**config.mk**
```make
export PLATFORM = sky130hd
export DESIGN_NAME = drom_arbiter
export DESIGN_NICKNAME = d
export VERILOG_FILES = /design/src/rtl/drom_pkg.sv /design/src/rtl/drom_arb_pick.sv /design/src/rtl/drom_arbiter.sv
export SDC_FILE = /design/constraint.sdc
export NUM_CORES = 1
export LEC_CHECK = 0
export ABC_AREA = 1
export ABC_CLOCK_PERIOD_IN_PS = 2200
export CORE_MARGIN = 2
export CORE_UTILIZATION = 40
export DETAILED_ROUTE_END_ITERATION = 6
export GPL_TIMING_DRIVEN = 1
export PLACE_DENSITY_LB_ADDON = 0.2
export SYNTH_ARGS = -nofsm -noshare
export SYNTH_HDL_FRONTEND = slang
export SYNTH_SLANG_ARGS = --single-unit
```
**constraint.sdc**
```tcl
create_clock -name clock -period 2.2 [get_ports clock]
set_clock_uncertainty 0.05 [all_clocks]
set_input_delay 0.66 -clock clock [delete_from_list [all_inputs] [get_ports clock]]
set_output_delay 0.66 -clock clock [all_outputs]
set_load 0.02 [all_outputs]
```
**src/rtl/drom_pkg.sv**
```systemverilog
// Shared types and constants for the DROM two-port read arbiter.
package drom_pkg;

  localparam int ADDR_W  = 7;
  localparam int DATA_W  = 16;
  localparam int BURST_W = 2;

  typedef enum logic {
    IDLE  = 1'b0,
    BURST = 1'b1
  } state_t;

  typedef enum logic {
    PORT_A = 1'b0,
    PORT_B = 1'b1
  } port_t;

  typedef struct packed {
    logic  valid;
    port_t port;
    logic  last;
  } slot_t;

  function automatic port_t other_port(input port_t p);
    return (p == PORT_A) ? PORT_B : PORT_A;
  endfunction

endpackage

```
**src/rtl/drom_arb_pick.sv**
```systemverilog
// Winner selection between ports A and B.
// DROM_ARB_RR_EN selects round-robin (pointer port wins ties); otherwise A has fixed priority.
module drom_arb_pick
  import drom_pkg::*;
(
  input  logic  a_req,
  input  logic  b_req,
`ifdef DROM_ARB_RR_EN
  input  port_t ptr,
`endif
  output logic  any_req,
  output port_t winner
);

  always_comb begin
    any_req = a_req | b_req;
    winner  = PORT_A;
`ifdef DROM_ARB_RR_EN
    if (b_req && (!a_req || ptr == PORT_B)) winner = PORT_B;
`else
    if (b_req && !a_req) winner = PORT_B;
`endif
  end

endmodule

```
**src/rtl/drom_arbiter.sv**
```systemverilog
// Two-port read arbiter and burst sequencer for the shared 128 x 16 DROM.
// Define DROM_ARB_RR_EN for round-robin arbitration; the default build uses fixed A-over-B priority.
module drom_arbiter
  import drom_pkg::*;
(
  input  logic               clock,
  input  logic               resetn,
  input  logic               a_req,
  input  logic [ADDR_W-1:0]  a_addr,
  input  logic [BURST_W-1:0] a_len,
  output logic               a_gnt,
  output logic               a_rvalid,
  output logic               a_rlast,
  output logic [DATA_W-1:0]  a_rdata,
  input  logic               b_req,
  input  logic [ADDR_W-1:0]  b_addr,
  input  logic [BURST_W-1:0] b_len,
  output logic               b_gnt,
  output logic               b_rvalid,
  output logic               b_rlast,
  output logic [DATA_W-1:0]  b_rdata,
  output logic [ADDR_W-1:0]  rom_address,
  input  logic [DATA_W-1:0]  rom_q
);

  localparam logic [BURST_W-1:0] LAST_CNT = BURST_W'(1);

  state_t              state_q, state_d;
  logic [BURST_W-1:0]  cnt_q, cnt_d;
  logic [ADDR_W-1:0]   addr_q, addr_d;
  logic [ADDR_W-1:0]   last_addr_q;
  port_t               own_q, own_d;
  slot_t               slot_q, slot_d;
  logic [DATA_W-1:0]   a_hold_q, b_hold_q;

  logic                any_req;
  port_t               winner;
  logic [ADDR_W-1:0]   win_addr;
  logic [BURST_W-1:0]  win_len;

`ifdef DROM_ARB_RR_EN
  port_t ptr_q;

  drom_arb_pick u_pick (
    .a_req   (a_req),
    .b_req   (b_req),
    .ptr     (ptr_q),
    .any_req (any_req),
    .winner  (winner)
  );

  // Pointer moves away from whichever port just completed, so the other port wins the next tie.
  always_ff @(posedge clock or negedge resetn) begin
    if (!resetn)                      ptr_q <= PORT_A;
    else if (slot_d.valid && slot_d.last) ptr_q <= other_port(slot_d.port);
  end
`else
  drom_arb_pick u_pick (
    .a_req   (a_req),
    .b_req   (b_req),
    .any_req (any_req),
    .winner  (winner)
  );
`endif

  assign win_addr = (winner == PORT_B) ? b_addr : a_addr;
  assign win_len  = (winner == PORT_B) ? b_len  : a_len;

  // NOTE: every output of this block gets a default first, so no path can infer a latch.
  always_comb begin
    state_d     = state_q;
    cnt_d       = cnt_q;
    addr_d      = addr_q;
    own_d       = own_q;
    slot_d      = '{valid: 1'b0, port: PORT_A, last: 1'b0};
    rom_address = last_addr_q;
    a_gnt       = 1'b0;
    b_gnt       = 1'b0;

    case (state_q)
      IDLE: begin
        // resetn gates the combinational grant so gnt reads 0 while reset is held.
        if (any_req && resetn) begin
          a_gnt       = (winner == PORT_A);
          b_gnt       = (winner == PORT_B);
          rom_address = win_addr;
          own_d       = winner;
          slot_d      = '{valid: 1'b1, port: winner, last: (win_len == '0)};
          if (win_len != '0) begin
            cnt_d   = win_len;
            addr_d  = win_addr + 1'b1;
            state_d = BURST;
          end
        end
      end
      BURST: begin
        rom_address = addr_q;
        addr_d      = addr_q + 1'b1;
        cnt_d       = cnt_q - 1'b1;
        slot_d      = '{valid: 1'b1, port: own_q, last: (cnt_q == LAST_CNT)};
        if (cnt_q == LAST_CNT) state_d = IDLE;
      end
      default: state_d = IDLE;
    endcase
  end

  // NOTE: sequential state uses non-blocking assignments so every register samples pre-edge values.
  always_ff @(posedge clock or negedge resetn) begin
    if (!resetn) begin
      state_q     <= IDLE;
      cnt_q       <= '0;
      addr_q      <= '0;
      last_addr_q <= '0;
      own_q       <= PORT_A;
      slot_q      <= '{valid: 1'b0, port: PORT_A, last: 1'b0};
    end else begin
      state_q     <= state_d;
      cnt_q       <= cnt_d;
      addr_q      <= addr_d;
      last_addr_q <= rom_address;
      own_q       <= own_d;
      slot_q      <= slot_d;
    end
  end

  assign a_rvalid = slot_q.valid && (slot_q.port == PORT_A);
  assign b_rvalid = slot_q.valid && (slot_q.port == PORT_B);
  assign a_rlast  = a_rvalid && slot_q.last;
  assign b_rlast  = b_rvalid && slot_q.last;
  assign a_rdata  = a_rvalid ? rom_q : a_hold_q;
  assign b_rdata  = b_rvalid ? rom_q : b_hold_q;

  // NOTE: hold registers are reset (unlike a bulk data array) because rdata must read 0 out of reset.
  always_ff @(posedge clock or negedge resetn) begin
    if (!resetn) begin
      a_hold_q <= '0;
      b_hold_q <= '0;
    end else begin
      if (a_rvalid) a_hold_q <= rom_q;
      if (b_rvalid) b_hold_q <= rom_q;
    end
  end

endmodule

```
Yosys cells after proc, flatten, opt, wreduce, memory -nomap -nowiden
Cells that the tools add are included.
{"block": "word_totals", "regBits": 53, "input_bits": 38, "output_inout_bits": 45, "wordCells": 54}
{"block": "op_classes", "addsub": 3, "eq_ne": 3, "muxes": 23, "bitwise": 4, "n_reduce_logical": 11}
{"op": "16-bit two-way mux", "count": 2}
{"op": "7-bit two-way mux", "count": 4}
{"op": "7-bit case mux with 2 select lines", "count": 2}
{"op": "7-bit by 1-bit adder with 7-bit output, second input constant", "count": 2}
{"op": "1-bit two-way mux", "count": 8}
{"op": "1-bit logical AND", "count": 6}
{"op": "2-bit two-way mux", "count": 3}
{"op": "3-bit case mux with 2 select lines", "count": 1}
{"op": "2-bit != test, second input constant", "count": 2}
{"op": "2-bit case mux with 2 select lines", "count": 1}
{"op": "2-bit AND reduction", "count": 2}
{"op": "3-bit two-way mux", "count": 1}
{"op": "1-bit NOT", "count": 3}
{"op": "2-bit by 1-bit equality test with 1-bit output, second input constant", "count": 1}
{"op": "2-bit logical NOT", "count": 1}
{"op": "1-bit case mux with 2 select lines", "count": 1}
{"op": "2-bit nonzero test", "count": 1}
{"op": "2-bit by 1-bit subtractor with 2-bit output, second input constant", "count": 1}
{"op": "1-bit logical NOT", "count": 1}
{"op": "1-bit OR", "count": 1}

Longest topological paths before layout
{"block": "depth", "word_depth": 8, "ltp_mapped": 15, "mapped_depth_nobuf": 14}

By module
From an unflattened synthesis, not the netlist that was laid out.
{"block": "hier_totals", "cells_unflattened": 295, "area_unflattened_um2": 2449.8}
{"mod": "drom_arbiter", "instances": 1, "cells_each": 291, "area_each_um2": 2434.8, "seq_area_each_um2": 1326.3}
{"mod": "drom_arb_pick", "instances": 1, "cells_each": 4, "area_each_um2": 15.0, "seq_area_each_um2": 0.0}

Worst setup path before layout
No wires, ideal clock.
{"block": "synth_path", "kind": "in2out", "startpoint": "input a_req", "endpoint": "output rom_address[3]", "arrival_time_ns": 1.955, "required_time_ns": 1.490, "setup_slack_ns": -0.465, "path_stages": 4, "n_path_buf": 0, "cell_sequence": "inv_2 -> a21oi_2 -> inv_1 -> o311ai_0"}
{"block": "synth_between", "elab_chain_cells": 6, "elab_cells_between_ends": 8, "cone_classes": "mux: 4; bitwise: 1; reduce/logical: 3"}
{"item": "start: declaration", "line_no": "drom_arbiter.sv:8", "text": "input logic a_req,"}
{"item": "1-bit logical NOT", "line_no": "drom_arb_pick.sv:21", "text": "if (b_req && !a_req) winner = PORT_B;"}
{"item": "1-bit logical AND", "line_no": "drom_arb_pick.sv:21"}
{"item": "1-bit two-way mux", "line_no": "drom_arb_pick.sv:21"}
{"item": "7-bit two-way mux", "line_no": "drom_arbiter.sv:66", "text": "assign win_addr = (winner == PORT_B) ? b_addr : a_addr;"}
{"item": "7-bit two-way mux (*)", "line_no": "drom_arbiter.sv:83", "text": "if (any_req && resetn) begin"}
{"item": "7-bit case mux with 2 select lines (*)", "line_no": "drom_arbiter.sv:80", "text": "case (state_q)"}
{"item": "end: declaration", "line_no": "drom_arbiter.sv:22", "text": "output logic [ADDR_W-1:0] rom_address,"}
Every way passes the cells marked *; elsewhere a longest branch is shown, timed or not.

Worst setup path in the final report
{"block": "layout_path", "startpoint": "input a_req", "endpoint": "output rom_address[0]"}
Same word-level chain as after synthesis.

==> run summary <==
Status: complete, but fails checks
Failing checks: negative setup slack
Post-layout min period: 2.396 ns
Crit path kind: input pin to output pin
Power density cells: 1548 nW/um2
Required time of the critical path: 1.49 ns
Layout cell share with drive strength beyond 1: 53.99%
Die footprint: 6977 um2
Worst min-delay path class: flop to flop
Die H: 83.53 um
Inserted Diodes: 0
Adder-Cell Fraction of Synth Area: 0.9891%
Wirelength, routed: 9082 um
Largest net degree at the start of global routing: 54
Port Buffers: 82
Main combinational cell family by area after synthesis: simple AND/OR/NAND/NOR gates
CTS tree: built
CP Capture Type: output pin
Net Count, Synth: 346
Initial core utilization: 41.99%
Pre-Repair DR Iteration Count: 4
GR Overflow Total: 0
Total negative setup slack: -1.144 ns
Crit path DAT: 1.69 ns
Reg area: 1328 um2
Core area: 6026 um2
Worst vdd ir: 920.6 uV
Site Rows: 28
Clock Tree Root: clkbuf_8
LEAKAGE: 2.540 nW
Layout net count: 528
Layout Utilization: 79.57%
Layout Cells excl Fill: 564
Synthesized flop and latch total: 53
Tot GR Track Use: 23.60%
Startpoint types: input pin
Distinct cells, synth: 28
Vias in the first global route: 2821
Post-synthesis sequential area ratio: 52.42%
Top cell type's share of synthesized area: 52.42%
CTS Hold Bufs: 0
# IOs: 83
Final Setup Violations: 9
Max_cap viols: 0
WL/cell: 16.10 um
Mapped cell area: 2530 um2
Detailed Place HPWL: 4697 um
Worst-path clk slew: 0.10 ns
Vias: 2816
Fin crit share: 108.9%
Clk_lat worst skew: 0.32 ns
Mapped Cells: 306
Yosys warns: 0
Worst setup margin: -0.1956 ns
Fill cell count: 365
Layout area overhead: 89.52%
Xor and xnor fraction of the mapped netlist area: 0%
Clock sinks: 53
Initial antenna violation count: 0
Crit-path max FO: 5
Multiplexer share of the synthesized area: 0%
Synth Area in Simple Gates: 24.09%
Dpl cells: 508
Final Hold Viols: 0
Antenna Nets Post-Route: 0
H-tree depth: 2
Most area-consuming cells after synthesis: dfrtp_1 (52%), nand2_1 (14%), o21ai_0 (6.9%)
Num CTS Buffers: 5
Relative slew slack: 54.48%
Final Max Tran Viols: 0
RSZ-0062 raised after global routing: yes
Setup WS pre-CTS: -1.207 ns
DR DRC count: 0
Hold slack: 0.4418 ns
1st-iter DRT viols: 145
Routability-driven placement congestion ratio: 0.7608
Die Wd: 83.53 um
Multi-input gate area: 1341 um2
Largest area contributor in the netlist: dfrtp_1
Global-route wire length before repair: 13250 um
Clock Path Buffers: 2
Syn_area_per_cell: 8.268 um2
Routed vias/inst: 4.993
Slew @ Worst Pin: 0.6828 ns
F_max: 417.4 MHz
Compound-Gate Fraction of Synth Area: 13.01%
[cells in the mapped netlist (all sizes together)]
master  number
clkbuf       7
nor2        14
o211ai       5
o21bai       1
nand2      105
a21boi       1
ha           2
nor3         2
a211oi       1
o311ai       2
nand3       14
a21oi        4
buf          5
dfrtp       53
o21ai       41
inv         45
or2          4
[stage by stage]
step                      total power (W)  instance area, um2
final                            0.007424                4795
after global routing             0.007840                4795
after CTS                        0.006635                4393
after detailed placement         0.005361                3846
after global placement           0.005273                3846
after floorplan                  0.003455                2555
[flip-flops by register name, summed over array words and instances, names as in the netlist]
name         flops
slot_q           3
addr_q           7
own_q            1
cnt_q            2
b_hold_q        16
last_addr_q      7
a_hold_q        16
state_q          1
[layer usage]
| layer | global-route usage [%] | part of all wire [%] |
|---|---|---|
| met5 | 0 | 0 |
| met4 | 7.331 | 3.0 |
| met3 | 4.451 | 3.9 |
| met2 | 43.84 | 53 |
| met1 | 27.39 | 40 |
[worst max-delay path, stage by stage]
cell and delay (ns):
buf_8 0.11, nor2_4 0.21, buf_6 0.14, nand2_2 0.05, nand2_2 0.06, nand2_1 0.06
o211ai_1 0.21, buf_4 0.18
[kinds of logic (layout without fill, tap and decap cells)]
logic type      after synthesis  count (layout)
fa+ha+maj                     2               2
compound gates               55              55
buf+inv                      57             240
simple gates                139             139
flops                        53              53
[timing repair]
item,CTS,global route
setup buffers,30,15
gates resized for setup,398,63
gates cloned,0,4
endpoints found under the hold margin,0,0
setup endpoints to repair,49,36
pin swaps,37,32
[layout make-up]
cell class                      count  share of cell area [%]
Tap cell                           75                   1.957
Timing Repair Buffer              187                   35.57
Sequential cell                    53                   27.69
Clock inverter                      3                   1.435
Multi-Input combinational cell    196                   27.98
Clock buffer                        5                   1.435
Inverter                           45                   3.940
[cell usage in the layout (no fill, tap or decap), drive strengths merged, types with 4 or more instances in the layout]
cell type and count:
nand3 14, nand2 105, buf 147, nor2 14
o211ai 5, clkdlybuf4s50 5, dlymetal6s2s 8, a21oi 4
or2 4, clkbuf 9, o21ai 41, dfrtp 53
dlygate4sd2 23, inv 46
[where the power goes]
part / internal (W) / switching, W
clock: 0.000458 / 0.000337
sequential: 0.00145 / 0.000194
combinational: 0.00244 / 0.00254
total: 0.00435 / 0.00307
[final timing paths]
| path | start | depth (start not counted) | slack (ns) | end |
|---|---|---|---|---|
| setup / recovery | a_req | 8 | -0.20 | rom_address[0] |
| hold / removal | a_hold_q[14] | 2 | 0.44 | a_hold_q[14] |
| setup reg to reg | state_q | 15 | 0.13 | addr_q[6] |
| hold reg to reg | a_hold_q[14] | 2 | 0.44 | a_hold_q[14] |
| max in group asynchronous | resetn | 2 | 1.17 | state_q |
| min in group asynchronous | resetn | 2 | 0.45 | cnt_q[0] |
Note: power is estimated with default switching activity, not from simulation.
